**src/rtl/pipeline_hazard_unit_pkg.sv**
```systemverilog
// Shared types and helpers for the pipeline hazard/forwarding controller.
package pipeline_hazard_pkg;

    // Slot records carry dest zero-extended to this width; REG_ADDR_W must not exceed it.
    localparam int unsigned REG_ADDR_W_MAX = 8;

    // Forwarding select value meaning "take the operand from the register file".
    localparam int unsigned FWD_REGFILE = 0;

    typedef struct packed {
        logic                      valid;
        logic [REG_ADDR_W_MAX-1:0] dest;
        logic                      reg_write;
        logic                      is_load;
    } slot_t;

    // Forwarding select width: clog2 of the slot count, never below one bit.
    function automatic int unsigned sel_w(input int unsigned n_slots);
        return (n_slots <= 2) ? 1 : $clog2(n_slots);
    endfunction

endpackage

```
**src/rtl/pipeline_hazard_unit_if.sv**
```systemverilog
// ID-stage request and hazard-control response bundle between the core and the hazard unit.
interface pipeline_hazard_unit_if
    import pipeline_hazard_pkg::*;
#(
    parameter int unsigned N_SLOTS    = 3,
    parameter int unsigned REG_ADDR_W = 5,
    parameter int unsigned CNT_W      = 16
);
    localparam int unsigned SEL_W = sel_w(N_SLOTS);

    logic                  id_valid_i;
    logic [REG_ADDR_W-1:0] id_rs_i;
    logic [REG_ADDR_W-1:0] id_rt_i;
    logic                  id_use_rs_i;
    logic                  id_use_rt_i;
    logic [REG_ADDR_W-1:0] id_dest_i;
    logic                  id_reg_write_i;
    logic                  id_is_load_i;
    logic                  redirect_i;
    logic                  freeze_i;

    logic                  stall_o;
    logic                  bubble_o;
    logic                  flush_o;
    logic [SEL_W-1:0]      fwd_a_sel_o;
    logic [SEL_W-1:0]      fwd_b_sel_o;
    logic [N_SLOTS-1:0]    slot_valid_o;
    logic [CNT_W-1:0]      stall_cnt_o;
    logic [CNT_W-1:0]      flush_cnt_o;

    // Core side: presents the ID instruction, consumes hazard controls.
    modport master (
        output id_valid_i, id_rs_i, id_rt_i, id_use_rs_i, id_use_rt_i,
               id_dest_i, id_reg_write_i, id_is_load_i, redirect_i, freeze_i,
        input  stall_o, bubble_o, flush_o, fwd_a_sel_o, fwd_b_sel_o,
               slot_valid_o, stall_cnt_o, flush_cnt_o
    );

    // Hazard unit side.
    modport slave (
        input  id_valid_i, id_rs_i, id_rt_i, id_use_rs_i, id_use_rt_i,
               id_dest_i, id_reg_write_i, id_is_load_i, redirect_i, freeze_i,
        output stall_o, bubble_o, flush_o, fwd_a_sel_o, fwd_b_sel_o,
               slot_valid_o, stall_cnt_o, flush_cnt_o
    );

endinterface

```
**src/rtl/pipeline_hazard_unit_slot_chain.sv**
```systemverilog
// Scoreboard shift register: one record per post-ID stage, slot 0 = EX.
module hazard_slot_chain
    import pipeline_hazard_pkg::*;
#(
    parameter int unsigned N_SLOTS = 3
) (
    input  logic                    clk,
    input  logic                    reset,
    input  logic                    i_freeze,
    input  slot_t                   i_insert,
    input  logic [N_SLOTS-1:1]      i_kill,
    output slot_t [N_SLOTS-1:0]     o_slots
);

    slot_t [N_SLOTS-1:0] r_slots;

    // Advance every unfrozen edge; killed slots leave with their valid bit cleared.
    always_ff @(posedge clk or negedge reset) begin
        if (!reset) begin
            r_slots <= '0;
        end else if (!i_freeze) begin
            r_slots[0] <= i_insert;
            for (int unsigned k = 1; k < N_SLOTS; k++) begin
                r_slots[k]       <= r_slots[k-1];
                r_slots[k].valid <= r_slots[k-1].valid && !i_kill[k];
            end
        end
    end

    assign o_slots = r_slots;

endmodule

```
**src/rtl/pipeline_hazard_unit.sv**
```systemverilog
// Load-use stall, redirect flush, freeze and registered EX forwarding selects.
module pipeline_hazard_unit
    import pipeline_hazard_pkg::*;
#(
    parameter int unsigned N_SLOTS        = 3,
    parameter int unsigned REG_ADDR_W     = 5,
    parameter int unsigned REDIRECT_STAGE = 1,
    parameter int unsigned CNT_W          = 16
) (
    input logic                   clk,
    input logic                   reset,
    pipeline_hazard_unit_if.slave hz_if
);

    localparam int unsigned      SEL_W       = sel_w(N_SLOTS);
    localparam logic [SEL_W-1:0] SEL_REGFILE = SEL_W'(FWD_REGFILE);

    slot_t [N_SLOTS-1:0]       w_slots;
    slot_t                     w_insert;
    logic [N_SLOTS-1:1]        w_kill;
    logic [REG_ADDR_W_MAX-1:0] w_rs;
    logic [REG_ADDR_W_MAX-1:0] w_rt;
    logic [N_SLOTS-1:0]        w_match_a;
    logic [N_SLOTS-1:0]        w_match_b;
    logic [N_SLOTS-1:0]        w_is_load;
    logic                      w_freeze;
    logic                      w_redirect;
    logic                      w_load_use;
    logic                      w_advance_normal;
    logic [SEL_W-1:0]          w_sel_a;
    logic [SEL_W-1:0]          w_sel_b;
    logic [SEL_W-1:0]          r_fwd_a_sel;
    logic [SEL_W-1:0]          r_fwd_b_sel;
    logic [CNT_W-1:0]          r_stall_cnt;
    logic [CNT_W-1:0]          r_flush_cnt;
    logic                      w_unused;

    // Register 0 is hard-wired zero, so it never matches a producer.
    function automatic logic slot_match(input slot_t s, input logic [REG_ADDR_W_MAX-1:0] src);
        return s.valid && s.reg_write && (s.dest == src) && (src != '0);
    endfunction

    hazard_slot_chain #(
        .N_SLOTS (N_SLOTS)
    ) u_chain (
        .clk      (clk),
        .reset    (reset),
        .i_freeze (w_freeze),
        .i_insert (w_insert),
        .i_kill   (w_kill),
        .o_slots  (w_slots)
    );

    assign w_rs = REG_ADDR_W_MAX'(hz_if.id_rs_i);
    assign w_rt = REG_ADDR_W_MAX'(hz_if.id_rt_i);

    // Per-slot source matches, qualified by the operand use bits.
    always_comb begin
        w_match_a = '0;
        w_match_b = '0;
        w_is_load = '0;
        for (int unsigned k = 0; k < N_SLOTS; k++) begin
            w_match_a[k] = hz_if.id_use_rs_i && slot_match(w_slots[k], w_rs);
            w_match_b[k] = hz_if.id_use_rt_i && slot_match(w_slots[k], w_rt);
            w_is_load[k] = w_slots[k].is_load;
        end
    end

    // A redirect only counts when the slot that resolves it holds a real instruction.
    assign w_freeze         = hz_if.freeze_i;
    assign w_redirect       = hz_if.redirect_i && w_slots[REDIRECT_STAGE].valid;
    assign w_load_use       = hz_if.id_valid_i && w_is_load[0] && (w_match_a[0] || w_match_b[0]);
    assign w_advance_normal = !w_freeze && !w_redirect && !w_load_use;

    assign hz_if.stall_o  = w_freeze || (!w_redirect && w_load_use);
    assign hz_if.bubble_o = !w_freeze && !w_redirect && w_load_use;
    assign hz_if.flush_o  = !w_freeze && w_redirect;

    // Slot 0 takes the ID record only on a normal advance; a redirect also kills 1..REDIRECT_STAGE.
    always_comb begin
        w_insert = '0;
        w_kill   = '0;
        if (w_advance_normal) begin
            w_insert.valid     = hz_if.id_valid_i;
            w_insert.dest      = REG_ADDR_W_MAX'(hz_if.id_dest_i);
            w_insert.reg_write = hz_if.id_reg_write_i;
            w_insert.is_load   = hz_if.id_is_load_i;
        end
        for (int unsigned k = 1; k < N_SLOTS; k++) begin
            w_kill[k] = w_redirect && (k <= REDIRECT_STAGE);
        end
    end

    // Youngest match wins: scan oldest-to-youngest so the lowest index is written last.
    // The WB slot is skipped since the register file writes through.
    always_comb begin
        w_sel_a = SEL_REGFILE;
        w_sel_b = SEL_REGFILE;
        for (int j = int'(N_SLOTS) - 2; j >= 0; j--) begin
            if (w_match_a[j]) w_sel_a = SEL_W'(j + 1);
            if (w_match_b[j]) w_sel_b = SEL_W'(j + 1);
        end
    end

    // Forwarding selects follow the ID instruction into EX; stalls and flushes clear them.
    always_ff @(posedge clk or negedge reset) begin
        if (!reset) begin
            r_fwd_a_sel <= SEL_REGFILE;
            r_fwd_b_sel <= SEL_REGFILE;
        end else if (w_advance_normal) begin
            r_fwd_a_sel <= w_sel_a;
            r_fwd_b_sel <= w_sel_b;
        end else if (!w_freeze) begin
            r_fwd_a_sel <= SEL_REGFILE;
            r_fwd_b_sel <= SEL_REGFILE;
        end
    end

    // Saturating event counters.
    always_ff @(posedge clk or negedge reset) begin
        if (!reset) begin
            r_stall_cnt <= '0;
            r_flush_cnt <= '0;
        end else if (!w_freeze) begin
            if (w_redirect && (r_flush_cnt != '1)) begin
                r_flush_cnt <= r_flush_cnt + 1'b1;
            end
            if (!w_redirect && w_load_use && (r_stall_cnt != '1)) begin
                r_stall_cnt <= r_stall_cnt + 1'b1;
            end
        end
    end

    // Expose the scoreboard valid bits.
    always_comb begin
        hz_if.slot_valid_o = '0;
        for (int unsigned k = 0; k < N_SLOTS; k++) begin
            hz_if.slot_valid_o[k] = w_slots[k].valid;
        end
    end

    assign hz_if.fwd_a_sel_o = r_fwd_a_sel;
    assign hz_if.fwd_b_sel_o = r_fwd_b_sel;
    assign hz_if.stall_cnt_o = r_stall_cnt;
    assign hz_if.flush_cnt_o = r_flush_cnt;

    // WB-slot matches and older load flags have no consumer.
    assign w_unused = ^{w_match_a[N_SLOTS-1], w_match_b[N_SLOTS-1], w_is_load[N_SLOTS-1:1]};

endmodule

```
**src/flat_wrapper.sv**
```systemverilog
// flat-port wrapper written by rule: the top's interface ports become plain ports
module pipeline_hazard_unit_flat import pipeline_hazard_pkg::*;
#(
    parameter int unsigned N_SLOTS        = 3,
    parameter int unsigned REG_ADDR_W     = 5,
    parameter int unsigned REDIRECT_STAGE = 1,
    parameter int unsigned CNT_W          = 16
)
  (clk, reset, hz_if_id_valid_i, hz_if_id_rs_i, hz_if_id_rt_i, hz_if_id_use_rs_i, hz_if_id_use_rt_i, hz_if_id_dest_i, hz_if_id_reg_write_i, hz_if_id_is_load_i, hz_if_redirect_i, hz_if_freeze_i, hz_if_stall_o, hz_if_bubble_o, hz_if_flush_o, hz_if_fwd_a_sel_o, hz_if_fwd_b_sel_o, hz_if_slot_valid_o, hz_if_stall_cnt_o, hz_if_flush_cnt_o);
  pipeline_hazard_unit_if #(.N_SLOTS(N_SLOTS), .REG_ADDR_W(REG_ADDR_W), .CNT_W(CNT_W)) hz_if_i ();
  input logic clk;
  input logic reset;
  input wire logic [$bits(hz_if_i.id_valid_i)-1:0] hz_if_id_valid_i;
  input wire logic [$bits(hz_if_i.id_rs_i)-1:0] hz_if_id_rs_i;
  input wire logic [$bits(hz_if_i.id_rt_i)-1:0] hz_if_id_rt_i;
  input wire logic [$bits(hz_if_i.id_use_rs_i)-1:0] hz_if_id_use_rs_i;
  input wire logic [$bits(hz_if_i.id_use_rt_i)-1:0] hz_if_id_use_rt_i;
  input wire logic [$bits(hz_if_i.id_dest_i)-1:0] hz_if_id_dest_i;
  input wire logic [$bits(hz_if_i.id_reg_write_i)-1:0] hz_if_id_reg_write_i;
  input wire logic [$bits(hz_if_i.id_is_load_i)-1:0] hz_if_id_is_load_i;
  input wire logic [$bits(hz_if_i.redirect_i)-1:0] hz_if_redirect_i;
  input wire logic [$bits(hz_if_i.freeze_i)-1:0] hz_if_freeze_i;
  output wire logic [$bits(hz_if_i.stall_o)-1:0] hz_if_stall_o;
  output wire logic [$bits(hz_if_i.bubble_o)-1:0] hz_if_bubble_o;
  output wire logic [$bits(hz_if_i.flush_o)-1:0] hz_if_flush_o;
  output wire logic [$bits(hz_if_i.fwd_a_sel_o)-1:0] hz_if_fwd_a_sel_o;
  output wire logic [$bits(hz_if_i.fwd_b_sel_o)-1:0] hz_if_fwd_b_sel_o;
  output wire logic [$bits(hz_if_i.slot_valid_o)-1:0] hz_if_slot_valid_o;
  output wire logic [$bits(hz_if_i.stall_cnt_o)-1:0] hz_if_stall_cnt_o;
  output wire logic [$bits(hz_if_i.flush_cnt_o)-1:0] hz_if_flush_cnt_o;
  assign hz_if_i.id_valid_i = hz_if_id_valid_i;
  assign hz_if_i.id_rs_i = hz_if_id_rs_i;
  assign hz_if_i.id_rt_i = hz_if_id_rt_i;
  assign hz_if_i.id_use_rs_i = hz_if_id_use_rs_i;
  assign hz_if_i.id_use_rt_i = hz_if_id_use_rt_i;
  assign hz_if_i.id_dest_i = hz_if_id_dest_i;
  assign hz_if_i.id_reg_write_i = hz_if_id_reg_write_i;
  assign hz_if_i.id_is_load_i = hz_if_id_is_load_i;
  assign hz_if_i.redirect_i = hz_if_redirect_i;
  assign hz_if_i.freeze_i = hz_if_freeze_i;
  assign hz_if_stall_o = hz_if_i.stall_o;
  assign hz_if_bubble_o = hz_if_i.bubble_o;
  assign hz_if_flush_o = hz_if_i.flush_o;
  assign hz_if_fwd_a_sel_o = hz_if_i.fwd_a_sel_o;
  assign hz_if_fwd_b_sel_o = hz_if_i.fwd_b_sel_o;
  assign hz_if_slot_valid_o = hz_if_i.slot_valid_o;
  assign hz_if_stall_cnt_o = hz_if_i.stall_cnt_o;
  assign hz_if_flush_cnt_o = hz_if_i.flush_cnt_o;
  pipeline_hazard_unit #(.N_SLOTS(N_SLOTS), .REG_ADDR_W(REG_ADDR_W), .REDIRECT_STAGE(REDIRECT_STAGE), .CNT_W(CNT_W)) u_core (.clk(clk), .reset(reset), .hz_if(hz_if_i));
endmodule
```
**config.mk**
```make
export PLATFORM = sky130hd
export DESIGN_NAME = pipeline_hazard_unit_flat
export DESIGN_NICKNAME = d
export VERILOG_FILES = /design/src/rtl/pipeline_hazard_unit_pkg.sv /design/src/rtl/pipeline_hazard_unit_if.sv /design/src/rtl/pipeline_hazard_unit_slot_chain.sv /design/src/rtl/pipeline_hazard_unit.sv /design/src/flat_wrapper.sv
export SDC_FILE = /design/constraint.sdc
export NUM_CORES = 1
export LEC_CHECK = 0
export CORE_MARGIN = 1.5
export CORE_UTILIZATION = 55
export DETAILED_ROUTE_END_ITERATION = 12
export HOLD_SLACK_MARGIN = 0.12
export PLACE_DENSITY = 0.81
export SYNTH_ARGS = -nofsm -noshare
export SYNTH_HDL_FRONTEND = slang
export SYNTH_HIERARCHICAL = 1
export SYNTH_SLANG_ARGS = --single-unit
```
**constraint.sdc**
```tcl
create_clock -name clk -period 4.5 [get_ports clk]
set_clock_uncertainty 0.15 [all_clocks]
set_input_delay 0.9 -clock clk [delete_from_list [all_inputs] [get_ports clk]]
set_output_delay 0.9 -clock clk [all_outputs]
set_load 0.05 [all_outputs]
```
# --- Yosys cells after proc, flatten, opt, wreduce, memory -nomap -nowiden ---
# Cells that the tools add are included.
totals:
  out_inout_bits: 42
  ff_bits: 58
op_classes:
  reduce_logical: 34
  bitwise_logic: 1
  n_mux: 8
  n_eq_ne: 7
  add_sub_neg: 2
op_table:
  columns: ["cell", "count"]
  rows:
  - ["$add 16x1->16 const B", 2]
  - ["$eq 8x5->1", 4]
  - ["$ne 16x16->1 const B", 2]
  - ["$logic_and 1x1->1", 25]
  - ["$reduce_bool 8->1", 2]
  - ["$mux 2", 7]
  - ["$mux 11", 1]
  - ["$reduce_and 2->1", 2]
  - ["$logic_not 1->1", 3]
  - ["$logic_or 1x1->1", 2]
  - ["$ne 2x1->1 const B", 1]
  - ["$not 1->1", 1]

# --- Longest topological paths before layout ---
logic_depth:
  depth_word: 9
  depth_mapped: 8
  depth_no_buf: 7

# --- Modules after synthesis ---
# The synthesis kept the hierarchy.
modules_own_cells:
  columns: ["module", "area_each_um2", "cells_each", "n_inst"]
  rows:
  - ["pipeline_hazard_unit", 2068.2, 209, 1]
  - ["hazard_slot_chain", 1368.8, 74, 1]

# --- Least setup slack after synthesis ---
# No wires, ideal clock.
synth_path:
  path_kind: "register to output"
  start: "reg u_core.u_chain.r_slots, in the netlist u_core/u_chain/o_slots[10]"
  end: "out hz_if_bubble_o"
  arrival_time_ps: 2741
  path_stages_with_launch: 7
  path_buffers: 1
  path_slack_ps: 709
  path_cell_list: "dfrtp_1 nand2_1 or4_4 nor3_1 a22oi_1 clkbuf_1 nor3_1"
synth_via:
  elab_chain_cells: 7
  word_cells_on_any_way: 10
  cone_classes: "reduce/logical (10)"
synth_rtl:
  columns: ["item", "line", "source"]
  rows:
  - ["start, declared", "pipeline_hazard_unit_slot_chain.sv:15", "slot_t [N_SLOTS-1:0] r_slots;"]
  - ["start signal, assigned by index", "pipeline_hazard_unit_slot_chain.sv:24", "r_slots[k] <= r_slots[k-1];"]
  - ["$logic_and 1x1->1 *", "pipeline_hazard_unit.sv:40", "return s.valid && s.reg_write && (s.dest == src) && (src != '0);"]
  - ["$logic_and 1x1->1 (2 in series)", "pipeline_hazard_unit.sv:40", null]
  - ["$logic_and 1x1->1, on equally long branches", "pipeline_hazard_unit.sv:63, pipeline_hazard_unit.sv:64", null]
  - ["$logic_or 1x1->1 *", "pipeline_hazard_unit.sv:72", "assign w_load_use = hz_if.id_valid_i && w_is_load[0] && (w_match_a[0] || w_match_b[0]);"]
  - ["$logic_and 1x1->1 *", "pipeline_hazard_unit.sv:72", null]
  - ["$logic_and 1x1->1 *", "pipeline_hazard_unit.sv:76", "assign hz_if.bubble_o = !w_freeze && !w_redirect && w_load_use;"]
  - ["end, declared", "flat_wrapper.sv:24", "output wire logic [$bits(hz_if_i.bubble_o)-1:0] hz_if_bubble_o;"]
# Every way passes the cells marked *; elsewhere a longest branch is shown, timed or not.

# --- Worst setup path in the final report ---
layout_path:
  start: "in hz_if_id_rt_i[2]"
  end: "out hz_if_bubble_o"
layout_via:
  elab_chain_cells: 7
  word_cells_on_any_way: 8
  cone_classes: "eq/ne (1); reduce/logical (7)"
layout_rtl:
  columns: ["item", "line", "source"]
  rows:
  - ["start, declared", "flat_wrapper.sv:15", "input wire logic [$bits(hz_if_i.id_rt_i)-1:0] hz_if_id_rt_i;"]
  - ["$eq 8x5->1", "pipeline_hazard_unit.sv:40", null]
  - ["$logic_and 1x1->1", "pipeline_hazard_unit.sv:40", null]
  - ["$logic_and 1x1->1 *", "pipeline_hazard_unit.sv:40", null]
  - ["$logic_and 1x1->1 *", "pipeline_hazard_unit.sv:64", "w_match_b[k] = hz_if.id_use_rt_i && slot_match(w_slots[k], w_rt);"]
  - ["$logic_or 1x1->1 *", "pipeline_hazard_unit.sv:72", null]
  - ["$logic_and 1x1->1 *", "pipeline_hazard_unit.sv:72", null]
  - ["$logic_and 1x1->1 *", "pipeline_hazard_unit.sv:76", null]
# Marked as above.

==> reports/summary.log <==
qor: placed_design.hpwl 4601 um
qor: final_layout.finalNetCount 362
qor: final_layout.syn2layout_area_growth 29.53%
qor: setup_path.critPathCaptureType primary output
qor: setup_path.timing.critical_path.cells clkdlybuf4s50_1 > or4_1 > o21ai_1 > nor2_1 > a22oi_1 > buf_4 > nor3_1 > buf_4
qor: hold_path.min-delay-start u_core/hz_if.fwd_a_sel_o[0]
qor: timing.fin_hold_ws 0.3443 ns
qor: clock_tree.tritoncts yes
qor: final_layout.drive_above_1_share 15.25%
qor: setup_path.worstPathBufferInverterCount 3
qor: clock_tree.cts_root_buf sky130_fd_sc_hd__clkbuf_8
qor: clock_tree.cts_h_tree_lvls 3
qor: timing.count_of_final_hold_check_violations 0
qor: setup_path.path_delay_family buffers and inverters
qor: setup_path.critical-path-max-stage-delay 0.55 ns
qor: detailed_routing.drtPass1Iterations 4
qor: final_layout.area_occupied_by_multi_input_gates 1464 um^2
qor: grt.grt_pass1_wl 10860 um
qor: timing.final.min_clock_period 4.006 ns
qor: clock_tree.post-cts-setup-buffers 0
qor: power.leakagePower 1.737 nW
qor: final_layout.finalInstanceArea 3891 um^2
qor: placed_design.global_placer_s_final_weighted_congestion 0.8308
qor: floorplanning.die_w 76.91 um
qor: setup_path.setup.worst_path.start_class input port
qor: grt.top_usage_layer met2
qor: setup_path.critPathKind input port to primary output
qor: clock_tree.clkLatencyLatePin 0.34 ns
qor: grt.grtUsageMet1 30.57%
qor: yosys.synth.cell_area 3004 um^2
qor: run_status.run_status finished, final reports clean
qor: hold_path.hold_path_end u_core/hz_if.fwd_a_sel_o[0]
qor: grt.met2_usage 37.96%
qor: grt.number_of_antenna_violations_at_the_first_check_in_global_routing 0
qor: setup_path.timing.critical_path.mode_cell sky130_fd_sc_hd__buf_4
qor: floorplanning.die_ht 76.91 um
qor: floorplanning.core_area 5172 um^2
qor: timing.setup_viol 0
qor: detailed_routing.wl_per_cell 16.20 um
qor: clock_tree.cts_repair_resize_count 0
qor: timing.final.setup.worst_slack 0.4943 ns
qor: yosys.postSynthCellCount 261
qor: clock_tree.clk_path_buf_depth 2
qor: setup_path.cp_max_fo 8
qor: timing.unrepaired_setup_endpoints_after_global_routing no
qor: yosys.ys_warn_count 6
qor: setup_path.crit-reg2reg-capture u_core/hz_if.flush_cnt_o[12]
qor: floorplanning.full_die_area 5914 um^2
qor: floorplanning.site_rows 26
qor: power.peakVddDrop 0.3361 mV
qor: final_layout.register_area 1451 um^2
qor: power.design_power_total 1.314 mW
qor: timing.timing.final.crit_share 89.02%
qor: job.cap_violations 0
qor: timing.max_freq 249.6 MHz
qor: detailed_routing.routed_wl 6658 um
qor: grt.first_global_vias 2236
qor: placed_design.preCtsSetupSlack 0.5309 ns
qor: setup_path.crit_slowest_cell sky130_fd_sc_hd__or4_1
qor: setup_path.r2r-start u_core/hz_if.flush_cnt_o[6]
qor: placed_design.place.port_buffers 65
qor: timing.drv_slew 0
qor: setup_path.worstPathArrival 2.96 ns
qor: placed_design.place_inst 395
qor: timing.setup_total_negative_slack 0 ns
qor: setup_path.timing.critical_path.required 3.45 ns
qor: detailed_routing.drc_errors 0
qor: detailed_routing.dr_total_vias 2218
qor: floorplanning.design.portCount 66
qor: floorplanning.initial_utilization 58.08%
qor: timing.slew_headroom 32.51%
qor: grt.maximum_number_of_pins_on_one_net_before_global_route_repair 36
qor: grt.grt_usage 23.69%
qor: clock_tree.clkTransAtPathRegs 0.07 ns
qor: timing.transition_time_of_the_tightest_slew_check_pin 1.004 ns
qor: detailed_routing.vias_per_cell 5.397
qor: detailed_routing.drtIter0Drc 76
qor: placed_design.place_area 3687 um^2
qor: grt.met3_demand_to_capacity_share_in_global_routing 7.857%
qor: clock_tree.cts-hold-fix-buffers 0
qor: final_layout.antenna_cells 0
qor: final_layout.final_cells 411
qor: hold_path.min-delay-path-class flip-flop to flip-flop
qor: setup_path.reg2regPathDepth 6
qor: clock_tree.numCtsBuffers 9
qor: final_layout.post_route_utilization 75.23%
qor: final_layout.num-fill-cells 381
qor: clock_tree.clkSinkCount 58
qor: hold_path.whs_path_depth 2
qor: power.cellPowerDensity 337.6 nW/um^2
qor: detailed_routing.final_antenna_net_count 0
qor: yosys.syn_avg_cell_area 11.51 um^2
qor: setup_path.reg2reg_setup_slack 1.76 ns
qor: grt.grt_overflow_total 0
## routing by layer
| layer | up-vias | part of all wire (%) | routed length, um |
|---|---|---|---|
| li1 | 1062 | - | - |
| met1 | 1088 | 46 | 3061 |
| met2 | 62 | 48 | 3206 |
| met3 | 6 | 5.1 | 341 |
| met4 | 0 | 0.72 | 48 |
| met5 | - | 0 | 0 |
## power breakdown
group          leakage, nW  internal [mW]  switching, mW  total (mW)
clock               0.0945          0.270          0.213       0.483
sequential           0.778          0.556         0.0407       0.597
combinational        0.865          0.108          0.126       0.234
## registers in the layout, summed over array words and instances (netlist names)
signal                    flops
u_core/hz_if.fwd_b_sel_o      2
u_core/hz_if.stall_cnt_o     16
u_core/hz_if.fwd_a_sel_o      2
u_core/hz_if.flush_cnt_o     16
u_core/u_chain/o_slots       22
## worst reg2reg max path: stages (launching register included)
cell and delay (ns):
sky130_fd_sc_hd__dfrtp_1 0.44, sky130_fd_sc_hd__and4_1 0.29, sky130_fd_sc_hd__and4_1 0.25, sky130_fd_sc_hd__and3_1 0.21, sky130_fd_sc_hd__a2111oi_1 0.92, sky130_fd_sc_hd__nand4_1 0.22, sky130_fd_sc_hd__xnor2_1 0.17
## area by class of cell
cell class	count	share of cell area [%]
clock buffers	10	3.537
clock inverters	6	1.704
inverters	5	0.4823
multi-input cells	193	37.62
flip-flops and latches	58	37.30
well taps	70	2.251
repair buffers	69	17.11
## placed cells by master, fill, tap and decap left out, types with 3 or more instances in the layout
cell type                          n
sky130_fd_sc_hd__or4_1             3
sky130_fd_sc_hd__and4_1            4
sky130_fd_sc_hd__nand2b_1          3
sky130_fd_sc_hd__and3_1           10
sky130_fd_sc_hd__clkbuf_8         10
sky130_fd_sc_hd__xnor2_1          33
sky130_fd_sc_hd__clkdlybuf4s50_1  61
sky130_fd_sc_hd__conb_1            4
sky130_fd_sc_hd__o31ai_1           4
sky130_fd_sc_hd__buf_4             6
sky130_fd_sc_hd__nand3_1          17
sky130_fd_sc_hd__clkinvlp_4        3
sky130_fd_sc_hd__xor2_1           17
sky130_fd_sc_hd__nand2_1          29
sky130_fd_sc_hd__nor2_1            8
sky130_fd_sc_hd__mux2_4           18
sky130_fd_sc_hd__inv_1             4
sky130_fd_sc_hd__dfrtp_1          58
sky130_fd_sc_hd__nand4_1           8
sky130_fd_sc_hd__nor3_1           11
## worst max path at each step
stage,from,end,slack [ns],cells past startpoint
6_report,hz_if_id_rt_i[2],hz_if_bubble_o,0.49,8
5_1_grt,hz_if_id_rt_i[1],hz_if_bubble_o,0.43,8
4_1_cts,hz_if_id_rt_i[1],hz_if_bubble_o,0.53,8
3_5_place_dp,hz_if_id_rt_i[1],hz_if_bubble_o,0.53,8
3_3_place_gp,hz_if_id_rt_i[1],hz_if_bubble_o,0.59,8
2_1_floorplan,u_core/u_chain/o_slots[10],hz_if_bubble_o,0.71,6
Power figures use the tool's default switching activity.
